[src/rtl/gcd_sub_ctrl.sv]
// GCD controller by repeated subtraction over a shared 64-bit
// ripple-carry subtractor, with iteration count and timeout guard.
module gcd_sub_rca #(
  parameter int unsigned W = 64
) (
  input  logic [W-1:0] in1,
  input  logic [W-1:0] in2,
  output logic [W-1:0] diff,
  output logic         cout
);

  logic [W-1:0] nb;
  logic         c;

  assign nb = ~in2;

  // in1 + ~in2 + 1, one full adder per bit
  always_comb begin
    diff = '0;
    c    = 1'b1;
    for (int i = 0; i < W; i++) begin
      diff[i] = in1[i] ^ nb[i] ^ c;
      c = (in1[i] & nb[i]) | (in1[i] & c) | (nb[i] & c);
    end
    cout = c;
  end

endmodule

module gcd_sub_ctrl #(
  parameter logic [31:0] MAX_CYCLES = 32'd1024
) (
  input  logic        clk,
  input  logic        rst,
  input  logic        start,
  input  logic [63:0] a,
  input  logic [63:0] b,
  output logic        busy,
  output logic        done,
  output logic        err,
  output logic [63:0] result,
  output logic [31:0] cycles
);

  typedef enum logic [1:0] {
    IDLE = 2'd0,
    RUN  = 2'd1,
    DONE = 2'd2
  } state_t;

  state_t      state_q, state_n;
  logic [63:0] a_q, a_n;
  logic [63:0] b_q, b_n;
  logic [31:0] cnt_q, cnt_n;
  logic        err_q, err_n;
  logic [63:0] res_q, res_n;

  logic [63:0] diff;
  logic        no_borrow;
  logic        diff_zero;

  gcd_sub_rca #(.W(64)) u_sub (
    .in1  (a_q),
    .in2  (b_q),
    .diff (diff),
    .cout (no_borrow)
  );

  assign diff_zero = (diff == 64'd0);

  always_ff @(posedge clk) begin
    if (rst) begin
      state_q <= IDLE;
      a_q     <= '0;
      b_q     <= '0;
      cnt_q   <= '0;
      err_q   <= 1'b0;
      res_q   <= '0;
    end else begin
      state_q <= state_n;
      a_q     <= a_n;
      b_q     <= b_n;
      cnt_q   <= cnt_n;
      err_q   <= err_n;
      res_q   <= res_n;
    end
  end

  always_comb begin
    state_n = state_q;
    a_n     = a_q;
    b_n     = b_q;
    cnt_n   = cnt_q;
    err_n   = err_q;
    res_n   = res_q;
    unique case (state_q)
      IDLE: begin
        if (start) begin
          a_n   = a;
          b_n   = b;
          cnt_n = '0;
          err_n = 1'b0;
          res_n = '0;
          if (a == 64'd0 || b == 64'd0) begin
            res_n   = a | b;
            state_n = DONE;
          end else begin
            state_n = RUN;
          end
        end
      end
      RUN: begin
        // timeout outranks convergence on the same cycle
        if (cnt_q == MAX_CYCLES) begin
          err_n   = 1'b1;
          res_n   = '0;
          state_n = DONE;
        end else if (no_borrow && diff_zero) begin
          res_n   = a_q;
          cnt_n   = cnt_q + 32'd1;
          state_n = DONE;
        end else if (no_borrow) begin
          a_n   = diff;
          cnt_n = cnt_q + 32'd1;
        end else begin
          a_n   = b_q;
          b_n   = a_q;
          cnt_n = cnt_q + 32'd1;
        end
      end
      DONE: begin
        state_n = IDLE;
      end
      default: begin
        state_n = IDLE;
      end
    endcase
  end

  assign busy   = (state_q == RUN);
  assign done   = (state_q == DONE);
  assign err    = err_q;
  assign result = res_q;
  assign cycles = cnt_q;

endmodule

[config.mk]
export PLATFORM = sky130hd
export DESIGN_NAME = gcd_sub_ctrl
export DESIGN_NICKNAME = d
export VERILOG_FILES = /design/src/rtl/gcd_sub_ctrl.sv
export SDC_FILE = /design/constraint.sdc
export NUM_CORES = 1
export LEC_CHECK = 0
export CAP_MARGIN = 20
export CORE_MARGIN = 4
export CORE_UTILIZATION = 30
export DETAILED_ROUTE_END_ITERATION = 10
export MAX_ROUTING_LAYER = met4
export PLACE_DENSITY_LB_ADDON = 0.1
export SLEW_MARGIN = 25
export SYNTH_ARGS = -nofsm -noshare
export SYNTH_HDL_FRONTEND = slang
export SYNTH_SLANG_ARGS = --single-unit
export TNS_END_PERCENT = 10
[constraint.sdc]
create_clock -name clk -period 81.1 [get_ports clk]
set_input_delay 12.165 -clock clk [delete_from_list [all_inputs] [get_ports clk]]
set_output_delay 12.165 -clock clk [all_outputs]
set_load 0.03 [all_outputs]
After elaboration in Yosys (flattened, before gate mapping)
Cells that the tools add are included.
W data, S select, Z words.
{"block": "op_classes", "add_sub_neg": 1, "n_eq_ne": 9, "mux": 26, "n_bitwise": 448, "n_reduce_logical": 13}
{"operator": "$mux W64", "n": 12}
{"operator": "$pmux W64 S2", "n": 3}
{"operator": "$logic_not A64 Y1", "n": 3}
{"operator": "$and A1 B1 Y1", "n": 190}
{"operator": "$or A1 B1 Y1", "n": 128}
{"operator": "$xor A1 B1 Y1", "n": 127}
{"operator": "$mux W32", "n": 2}
{"operator": "$not A64 Y64", "n": 1}
{"operator": "$or A64 B64 Y64", "n": 1}
{"operator": "$pmux W32 S2", "n": 1}
{"operator": "$add A32 B1 Y32 const B", "n": 1}
{"operator": "$eq A32 B11 Y1 const B", "n": 1}
{"operator": "$reduce_and A3 Y1", "n": 3}
{"operator": "$mux W2", "n": 4}
{"operator": "$ne A2 B2 Y1 const B", "n": 4}
{"operator": "$reduce_and A5 Y1", "n": 1}
{"operator": "$pmux W2 S2", "n": 1}
{"operator": "$reduce_and A4 Y1", "n": 1}
{"operator": "$ne A3 B1 Y1 const B", "n": 1}
{"operator": "$eq A2 B1 Y1 const B", "n": 1}
{"operator": "$eq A2 B2 Y1 const B", "n": 1}
{"operator": "$logic_not A2 Y1", "n": 1}
{"operator": "$mux W1", "n": 2}
{"operator": "$ne A2 B1 Y1 const B", "n": 1}
{"operator": "other kinds (6)", "n": 6}
{"block": "totals", "reg_bits": 227, "input_bits": 131, "out_inout_bits": 99, "elab_cells": 503}

Logic depth before layout (Yosys ltp)
{"block": "logic_depth", "ltp_word": 197, "depth_mapped": 73}

Hierarchy
From an unflattened synthesis, not the netlist that was laid out.
{"block": "hier_totals", "hier_cells": 1621, "area_unflattened_um2": 13588.0}
{"module": "gcd_sub_ctrl", "instances": 1, "cells_per_inst": 1429, "area_each_um2": 11833.8}
{"module": "gcd_sub_rca", "instances": 1, "cells_per_inst": 192, "area_each_um2": 1754.2}

Least setup slack after synthesis
No wires, ideal clock.
{"block": "synth_timing", "kind": "reg-to-reg", "start": "reg a_q[0]", "end": "reg a_q[46]", "setup_ns": 0.139, "arrival_ns": 25.881, "slack_ns": 55.080, "stages_incl_launch_ff": 73, "n_path_buf": 2, "period_less_slack_ns": 26.020, "cell_sequence": "dfxtp_1 > inv_1 > ha_1 > fa_1 > fa_1 > fa_1 > fa_1 > fa_1 > fa_1 > fa_1 > fa_1 > fa_1 > fa_1 > fa_1 > fa_1 > fa_1 > fa_1 > fa_1 > [37 not listed] > fa_1 > fa_1 > fa_1 > fa_1 > fa_1 > fa_1 > fa_1 > fa_1 > fa_1 > fa_1 > fa_1 > nand4_1 > nor4_1 > nand3_1 > o21ai_1 > clkbuf_1 > clkbuf_1 > a311oi_1"}
{"block": "synth_via", "elab_chain_len": 196, "word_cells_on_any_way": 328, "cone_classes": "eq/ne (1); mux (4); bitwise (320); reduce/logical (3)"}
{"item": "start: declaration", "line": "52", "source": "logic [63:0] a_q, a_n;"}
{"item": "start signal: assignment", "line": "81", "source": "a_q <= a_n;"}
{"item": "$and A1 B1 Y1", "line": "23", "source": "c = (in1[i] & nb[i]) | (in1[i] & c) | (nb[i] & c);"}
{"item": "$or A1 B1 Y1 (2 in a row)", "line": "23"}
{"item": "$and A1 B1 Y1", "line": "23"}
{"item": "$or A1 B1 Y1 (2 in a row)", "line": "23"}
{"item": "$and A1 B1 Y1", "line": "23"}
{"item": "$or A1 B1 Y1 (2 in a row)", "line": "23"}
{"item": "$and A1 B1 Y1", "line": "23"}
{"item": "$or A1 B1 Y1 (2 in a row)", "line": "23"}
{"item": "[174 not listed]"}
{"item": "$and A1 B1 Y1", "line": "23"}
{"item": "$or A1 B1 Y1 (2 in a row)", "line": "23"}
{"item": "$and A1 B1 Y1", "line": "23"}
{"item": "$or A1 B1 Y1 (2 in a row)", "line": "23"}
{"item": "$mux W64", "line": "122", "source": "end else if (no_borrow) begin"}
{"item": "$mux W64", "line": "118", "source": "end else if (no_borrow && diff_zero) begin"}
{"item": "$mux W64", "line": "114", "source": "if (cnt_q == MAX_CYCLES) begin"}
{"item": "$pmux W64 S2", "line": "96", "source": "unique case (state_q)"}
Parallel ways exist; a longest one is shown, timed or not. The select of a mux whose other input is x is not followed.
A chain may end at the register's enable or synchronous reset.

Final worst setup path
{"block": "layout_timing", "start": "reg a_q[0]", "end": "reg a_q[22]"}
The elaborated chain is that of the path after synthesis.

==> key figures <==
Route
  – 1st-iter DRT viols: 934
  – Drt drc: 0
  – Vias per cell: 5.574
  – Final ANT Viol Nets: 0
  – Routed wire per std cell: 21.52 um
  – Drt pass-1 iters: 5
  – Via count: 12286
  – Final wirelength: 47440 um

Worst setup path
  – Delay-heaviest family, CP: adder cells
  – Worst Path Required: 81.56 ns
  – Reg2Reg Launch Point: a_q[0]$_SDFFE_PP0P_
  – CP max stage cell: buf_4
  – Crit-path max cell delay: 0.61 ns
  – Most Frequent Cell on Critical Path: fa_1
  – CP Launch Type: flop
  – Worst Path Arrival: 28.34 ns
  – Worst R2R Path Depth: 72
  – RR Endpoint: a_q[22]$_SDFFE_PP0P_
  – Buf+Inv Stages, Crit Path: 2
  – Critical Path Start: a_q[0]$_SDFFE_PP0P_
  – CP Class: reg -> reg
  – Endpoint type of the worst setup path: flop
  – Setup slack, reg-to-reg: 53.22 ns
  – CP max FO: 69

Synthesis
  – Sequential area share after synthesis: 0.3559
  – Mapped Area: 12770 um^2
  – Count leader, synth: nor2_1
  – Synth Warn #: 0
  – Yosys top cell area share: 0.3559
  – Syn nets: 1707
  – Top cells by area, synth: dfxtp_1, fa_1, a311oi_1
  – Post-synth EDFFs: 0
  – Top FF cell, synth: dfxtp_1
  – Commonest cells in the netlist: nor2_1, dfxtp_1, nand2_1, a211oi_1, a311oi_1
  – Largest area contributor in the netlist: dfxtp_1
  – Post-synth ARST share: 0
  – Syn_area_per_cell: 8.455 um^2
  – Synth Instances: 1510
  – Yosys cell types: 52
  – Yosys reg bits: 227

Power and ir drop
  – Power Density: 25.65 nW/um^2
  – Total leakage power: 5.602 nW
  – Worst vdd ir: 0.00001636 V

Die
  – Initial Util: 0.3037
  – Core area: 42040 um^2
  – # IOs: 230
  – FP Rows: 75
  – Die extent in x: 214.3 um
  – Die area: 45920 um^2
  – Die Ht: 214.3 um

Worst hold path
  – Hold path startpoint: a_q[35]$_SDFFE_PP0P_
  – Worst hold path stage count: 2
  – Hold Path Sink: b_q[35]$_SDFFE_PP0P_
  – Type of the worst min-delay path: reg -> reg

Placement
  – Routability cong.: 0.8036
  – PortBufs: 229
  – Placed inst area: 15350 um^2
  – Detailed placement HPWL: 32340 um

CTS
  – Clk root buf: clkbuf_16
  – Postcts setup bufs: 0
  – Skew-Pair Late Insertion Delay: 0.58 ns
  – CTS resizes: 0
  – Hold buffers post-CTS: 0
  – CTS Buffer Depth: 3
  – CTS tree: done
  – Htree depth: 1
  – Clock slew at reported path FFs: 0.06 ns
  – Total clock sinks: 227
  – Num CTS Buffers: 29

STA
  – Post-layout min period: 27.88 ns
  – Final setup fails: 0
  – Fin. Hold Viols: 0
  – Tightest Pin Transition: 1.203 ns
  – Max-slew violations: 0
  – Tcrit/Tclk final: 0.3437
  – Setup TNS Final: 0 ns
  – RSZ-0062 raised after global routing: no
  – Slew HR: 0.1980
  – Clk_skew: 0.02481 ns
  – Fmax: 35.87 MHz

Global route
  – Number of global-route vias before repair: 12264
  – Total global routing track utilization: 0.2065
  – First-pass GRT wire length: 75090 um
  – Grt total ovfl: 0
  – Initial antenna violation count: 1
  – Pin count of the biggest net entering global routing: 197

Finish
  – Fraction of layout cells with a size suffix above 1: 0.04928
  – # fillers: 4290
  – Nets@finish: 1838
  – Post-route cell area: 16340 um^2
  – Area Overhead vs Synth: 27.96%

Run status
  – Status: complete, no violations

Job
  – Max_cap viols: 0
## layer usage
| layer | wire length, um | global-route usage | part of all wire | vias to the layer above |
|---|---|---|---|---|
| li1 | - | - | - | 5905 |
| met1 | 22750 | 0.2950 | 0.48 | 5997 |
| met2 | 21500 | 0.3116 | 0.45 | 333 |
| met3 | 2363 | 0.03599 | 0.050 | 51 |
| met4 | 832 | 0.03696 | 0.018 | 0 |
| met5 | 0 | - | 0 | - |
## placed cells by master, fill, tap and decap left out, drive strengths merged, types with 4 or more instances in the layout
master / n
a211oi: 136
a21oi: 12
a221oi: 64
a2bb2oi: 64
a311oi: 128
a31oi: 4
and3: 5
buf: 16
clkbuf: 44
clkdlybuf4s50: 228
clkinv: 5
dfxtp: 227
fa: 63
inv: 74
nand2: 150
nand3: 14
nand4: 28
nor2: 284
nor3: 4
nor4: 46
o21ai: 11
or3: 6
xnor2: 12
xor2: 5
## layout make-up
class	count	area, um^2	share of cell area
Inverter	72	272.8	0.01670
Sequential cell	227	4544	0.2782
Clock buffer	44	872.1	0.05338
Timing Repair Buffer	244	2419	0.1480
Tap cell	539	674.4	0.04128
Clock inverter	10	110.1	0.006740
Multi-Input combinational cell	1067	7442	0.4555
Antenna cell	1	2.502	0.0001532
## registers in the layout, indices dropped and copies added, names as in the netlist
signal,count
err,1
state_q,2
b_q,64
cycles,32
result,64
a_q,64
## worst max path at each step
stage	endpoint	slack, ns	cells after the start
finish	a_q[22]$_SDFFE_PP0P_	53.22	72
global route	a_q[14]$_SDFFE_PP0P_	52.22	72
CTS	a_q[28]$_SDFFE_PP0P_	53.24	72
detailed placement	a_q[14]$_SDFFE_PP0P_	53.37	72
global placement	a_q[28]$_SDFFE_PP0P_	53.73	72
floorplan	a_q[46]$_SDFFE_PP0P_	55.08	72
## power breakdown
part / internal [mW] / switching, mW
Clock: 0.0802 / 0.0532
Combinational: 0.0577 / 0.0895
Sequential: 0.126 / 0.0128
## worst register-to-register path: cells and delay by family, from the launching register on
kind                       cells  cell delay [ns]
and+or+nand+nor                3             0.60
DFF                            1             0.35
AOI/OAI and AO/OA              3             0.72
buffers and inverters          2             0.68
adders and majority gates     64            25.42
## per-stage QoR
stage                     hold WS, ns  power, mW    util  cells  worst slack (ns)
after floorplan                0.4679     0.2370       -   1510             55.08
after global placement         0.4787     0.2847  0.3652   2149             53.73
after detailed placement       0.4880     0.2868  0.3652   2149             53.37
after CTS                      0.5019     0.4223  0.3885   2203             53.24
after global routing           0.5199     0.4468  0.3886   2204             52.22
final                          0.4949     0.4190  0.3886   2204             53.22
## cells by family after synthesis
family                   synth area share
buffers and inverters             0.06674
XOR/XNOR                          0.01166
AO/OA/AOI/OAI                      0.2766
flip-flops                         0.3559
AND/OR/NAND/NOR                    0.1874
adder cells (fa/ha/maj)            0.1017
No activity file was read; power rests on OpenSTA's default activity.
==> variant 1, RTL diff (config.mk and constraints unchanged) <==
`res_q` no longer has a reset.
--- a/src/rtl/gcd_sub_ctrl.sv
+++ b/src/rtl/gcd_sub_ctrl.sv
@@ -76,5 +76,4 @@
       cnt_q   <= '0;
       err_q   <= 1'b0;
-      res_q   <= '0;
     end else begin
       state_q <= state_n;
@@ -83,6 +82,9 @@
       cnt_q   <= cnt_n;
       err_q   <= err_n;
-      res_q   <= res_n;
     end
+  end
+
+  always_ff @(posedge clk) begin
+    res_q <= res_n;
   end
 
Function: changed (Yosys sat finds a counterexample within 4 cycles, from zero or initial values and one cycle with rst high).
==> variant 1 against the original RTL <==
Total power is 7.5% higher; worst setup slack worse by 0.47 ns; die area is 1.8% higher; final cell count is 2.5% lower; clock power is 8% higher; design area is 2.6% higher; non-clock buffer count is 4 higher; sequential cell count stayed put; wire length is 4.3% higher; area after synthesis is 1.8% higher; critical path type unchanged.
==> variant 1: results <==
[place]
preCtsSetupSlack_ns = 52.86
gp_routability_congestion = 0.840
detailed_place.area_um2 = 15600

[grt]
antenna_found_initial = 4
grt_pass1_vias = 11800
grt_start_max_net_pins = 95
grt_first_pass_wirelength_um = 75300
global_route.usage.total = 0.209

[critical_path]
critical_path.max_stage_delay_ns = 0.93
worstPathArrival_ns = 28.83
timing.critical_path.fanout_max = 40

[clock_network]
tritoncts.num_buffers = 30

[pwr]
power.leakage_nw = 5.96

[logic_synthesis]
synth.lib_cells_used.distinct = 53
synth_fa_ha_area_frac = 0.0999
synth-compound-area-share = 0.244
synth-edff-count = 64
post_synth_most_frequent_cells = "163 x sky130_fd_sc_hd__dfxtp_1, 144 x sky130_fd_sc_hd__nor2_1, 135 x sky130_fd_sc_hd__inv_1"
synth_nets = 1570
synth_sequential_area_ratio = 0.399

[worst_hold_path]
hold_path_startpoint = "b_q[50]"

[final_layout]
layout-drive-gt1-share = 0.0545
final_nets = 1733

[routing]
drt_iter0_markers = 731
route.detailed.vias_per_inst = 5.48

[outcome]
result_of_the_run = "finished clean"

[timing]
max_slew_margin = 0.293
==> variant 1: kinds of logic after synthesis <==
group	count (synthesis)
xor gates and xnor gates	7
DFF	227
adders and majority gates	66
buffers and inverters	253
and+or+nand+nor	307
muxes	72
AOI/OAI and AO/OA	441
==> variant 1: metal layers <==
metal | global-route usage | up-vias | share of wire
met5 | - | - | 0
met4 | 0.0412 | 0 | 0.016
met3 | 0.0339 | 54 | 0.057
met2 | 0.327 | 385 | 0.46
met1 | 0.290 | 5806 | 0.46
li1 | - | 5523 | -
==> variant 1: final timing paths <==
kind	cells past startpoint	slack (ns)	end
min	2	0.50	b_q[50]
min reg2reg	2	0.50	b_q[50]
max	71	52.76	a_q[1]
max reg2reg	71	52.76	a_q[1]
==> variant 1: worst min-delay path, cell delays in order (launching register included) <==
cell                       delay (ns)
sky130_fd_sc_hd__dfxtp_1         0.32
sky130_fd_sc_hd__inv_1           0.07
sky130_fd_sc_hd__a211oi_1        0.06
==> variant 1: power by group through the flow <==
stage / combinational (mW) / clock, mW / sequential [mW]
final: 0.165 / 0.144 / 0.141
after global routing: 0.180 / 0.152 / 0.143
after CTS: 0.165 / 0.147 / 0.142
after detailed placement: 0.164 / 0 / 0.144
after global placement: 0.163 / 0 / 0.144
after floorplan: 0.102 / 0 / 0.150
==> variant 1: cell type report <==
| cell class | instances | area [um2] | area share |
|---|---|---|---|
| sequential | 227 | 5190 | 0.310 |
| timing repair buffer | 248 | 2460 | 0.147 |
| clock inverter | 17 | 233 | 0.0139 |
| inverter | 136 | 510 | 0.0304 |
| multi-input combinational | 893 | 6790 | 0.405 |
| antenna | 4 | 10.0 | 0.000597 |
| tap | 585 | 732 | 0.0436 |
| clock buffer | 39 | 836 | 0.0498 |
==> variant 2, RTL diff (config.mk and constraints unchanged) <==
Without the edit above. The parameter `MAX_CYCLES` goes from 32'd1024 to 32'd512.
--- a/src/rtl/gcd_sub_ctrl.sv
+++ b/src/rtl/gcd_sub_ctrl.sv
@@ -29,5 +29,5 @@
 
 module gcd_sub_ctrl #(
-  parameter logic [31:0] MAX_CYCLES = 32'd1024
+  parameter logic [31:0] MAX_CYCLES = 32'd512
 ) (
   input  logic        clk,
Behaviour: no difference found for any inputs over 4 cycles, from zero or initial values and one cycle with rst high; that may be too few to reach the edited logic, so the function may still have changed.
==> variant 2 against the original RTL <==
Design area rose by 3.2%; total power grew 4.9%; worst setup slack got worse by 0.51 ns; wire length grew 10%; global-route usage grew 1.3 points; area after synthesis increased by 4.4%; sequential cell count stayed put; synthesized cell count rose by 4.4%; critical path type unchanged; largest cell class unchanged; largest power group unchanged; highest routed layer unchanged.
==> variant 2: results <==
[final_layout]
layout.cells.non_filler = 2306
antenna-diode-count = 0
final_nets = 1898
final_layout_fill_cell_count = 4452
layout-drive-gt1-share = 0.0517

[place]
gp_routability_congestion = 0.816
post-place-cells = 2256
placement.io_buffers = 229
detailedPlacementHpwl_um = 35200

[logic_synthesis]
synth-compound-area-share = 0.262
synth_mux_area_frac = 0
synth_sequential_area_ratio = 0.341
post_synth_xor_area_fraction = 0.0184
synth_warnings = 0
post_synth_most_frequent_cells = "279 x sky130_fd_sc_hd__nand2_1, 227 x sky130_fd_sc_hd__dfxtp_1, 166 x sky130_fd_sc_hd__nor2_1"
synth_fa_ha_area_frac = 0.0975
synth_ff_type = "sky130_fd_sc_hd__dfxtp_1"
synth.lib_cells_used.distinct = 48
synth.top_cells.by_area = "sky130_fd_sc_hd__dfxtp_1 34%, sky130_fd_sc_hd__o211a_1 9.5%, sky130_fd_sc_hd__fa_1 9.5%"
synth_nets = 1773
number_of_instances_in_the_synthesized_netlist = 1576

[pwr]
ir_drop_mv = 0.0132
power.leakage_nw = 6.85

[grt]
antenna_found_initial = 0
global_route.usage.total = 0.220
grt_start_max_net_pins = 97
grt_first_pass_wirelength_um = 80600
grt_pass1_vias = 12800

[routing]
route.detailed.vias_per_inst = 5.61
drt-total-wl_um = 52400
drt_iter0_markers = 1053
drt-pass1-iter-count = 5

[critical_path]
critical_path.max_stage_delay_ns = 0.66
timing.critical_path.fanout_max = 41
slowest_stage = "sky130_fd_sc_hd__fa_4"
worstPathArrival_ns = 28.88

[clock_network]
clock_latency_ns = 0.56
clock_path_buffers = 3
clkTransAtPathRegs_ns = 0.06
clk_root_buffer_cell = "sky130_fd_sc_hd__clkbuf_16"
tritoncts.num_buffers = 28
ctsResizeCount = 0

[worst_hold_path]
hold_path_class = "flip-flop to flip-flop"

[outcome]
result_of_the_run = "finished clean"

[timing]
worst_pin_slew_ns = 1.02
clock_skew_ns = 0.0111
## variant 2: path summary, 6_finish.rpt
check | startpoint | slack (ns) | endpoint | cells past startpoint
max | a_q[0] | 52.72 | state_q[1] | 72
min | err | 0.47 | err | 2
max reg2reg | a_q[0] | 52.72 | state_q[1] | 72
min reg2reg | err | 0.47 | err | 2
## variant 2: area by class of cell
| type | count | area (um2) | area share |
|---|---|---|---|
| multi-input combinational | 1124 | 7870 | 0.467 |
| clock inverter | 6 | 105 | 0.00623 |
| inverter | 71 | 269 | 0.0160 |
| timing repair buffer | 249 | 2440 | 0.145 |
| clock buffer | 44 | 902 | 0.0535 |
| tap | 585 | 732 | 0.0434 |
| sequential | 227 | 4540 | 0.270 |
## variant 2: critical path: cells and delay by family (launching register included)
kind	cells	cell delay, ns
buf+inv	2	0.57
flops	1	0.37
fa+ha+maj	64	25.51
simple gates	4	1.04
compound gates	2	0.77
## variant 2: kinds of logic (layout without fill, tap and decap cells)
group,Yosys count,in the layout
buffers and inverters,225,370
adder cells (fa/ha/maj),66,66
AO/OA/AOI/OAI,408,408
XOR/XNOR,28,28
flip-flops,227,227
AND/OR/NAND/NOR,622,622
## variant 2: where the power goes
group / switching, mW / internal, mW / leakage [nW]
clock: 0.0512 / 0.0850 / 0.501
combinational: 0.0988 / 0.0643 / 4.47
sequential: 0.0141 / 0.126 / 1.88
## variant 2: metal layers
metal	vias to the layer above	share of wire	track usage
met1	6347	0.47	0.311
li1	6099	-	-
met4	0	0.023	0.0539
met3	75	0.061	0.0348
met5	-	0	-
met2	415	0.44	0.329
## variant 2: per-stage QoR
step | util | cell area (um2) | hold WS (ns) | worst slack [ns]
finish | 0.388 | 16900 | 0.466 | 52.72
global route | 0.388 | 16900 | 0.507 | 51.72
CTS | 0.388 | 16900 | 0.467 | 52.67
detailed placement | 0.365 | 15800 | 0.459 | 52.87
global placement | 0.365 | 15800 | 0.449 | 53.15
floorplan | - | 13300 | 0.481 | 54.97
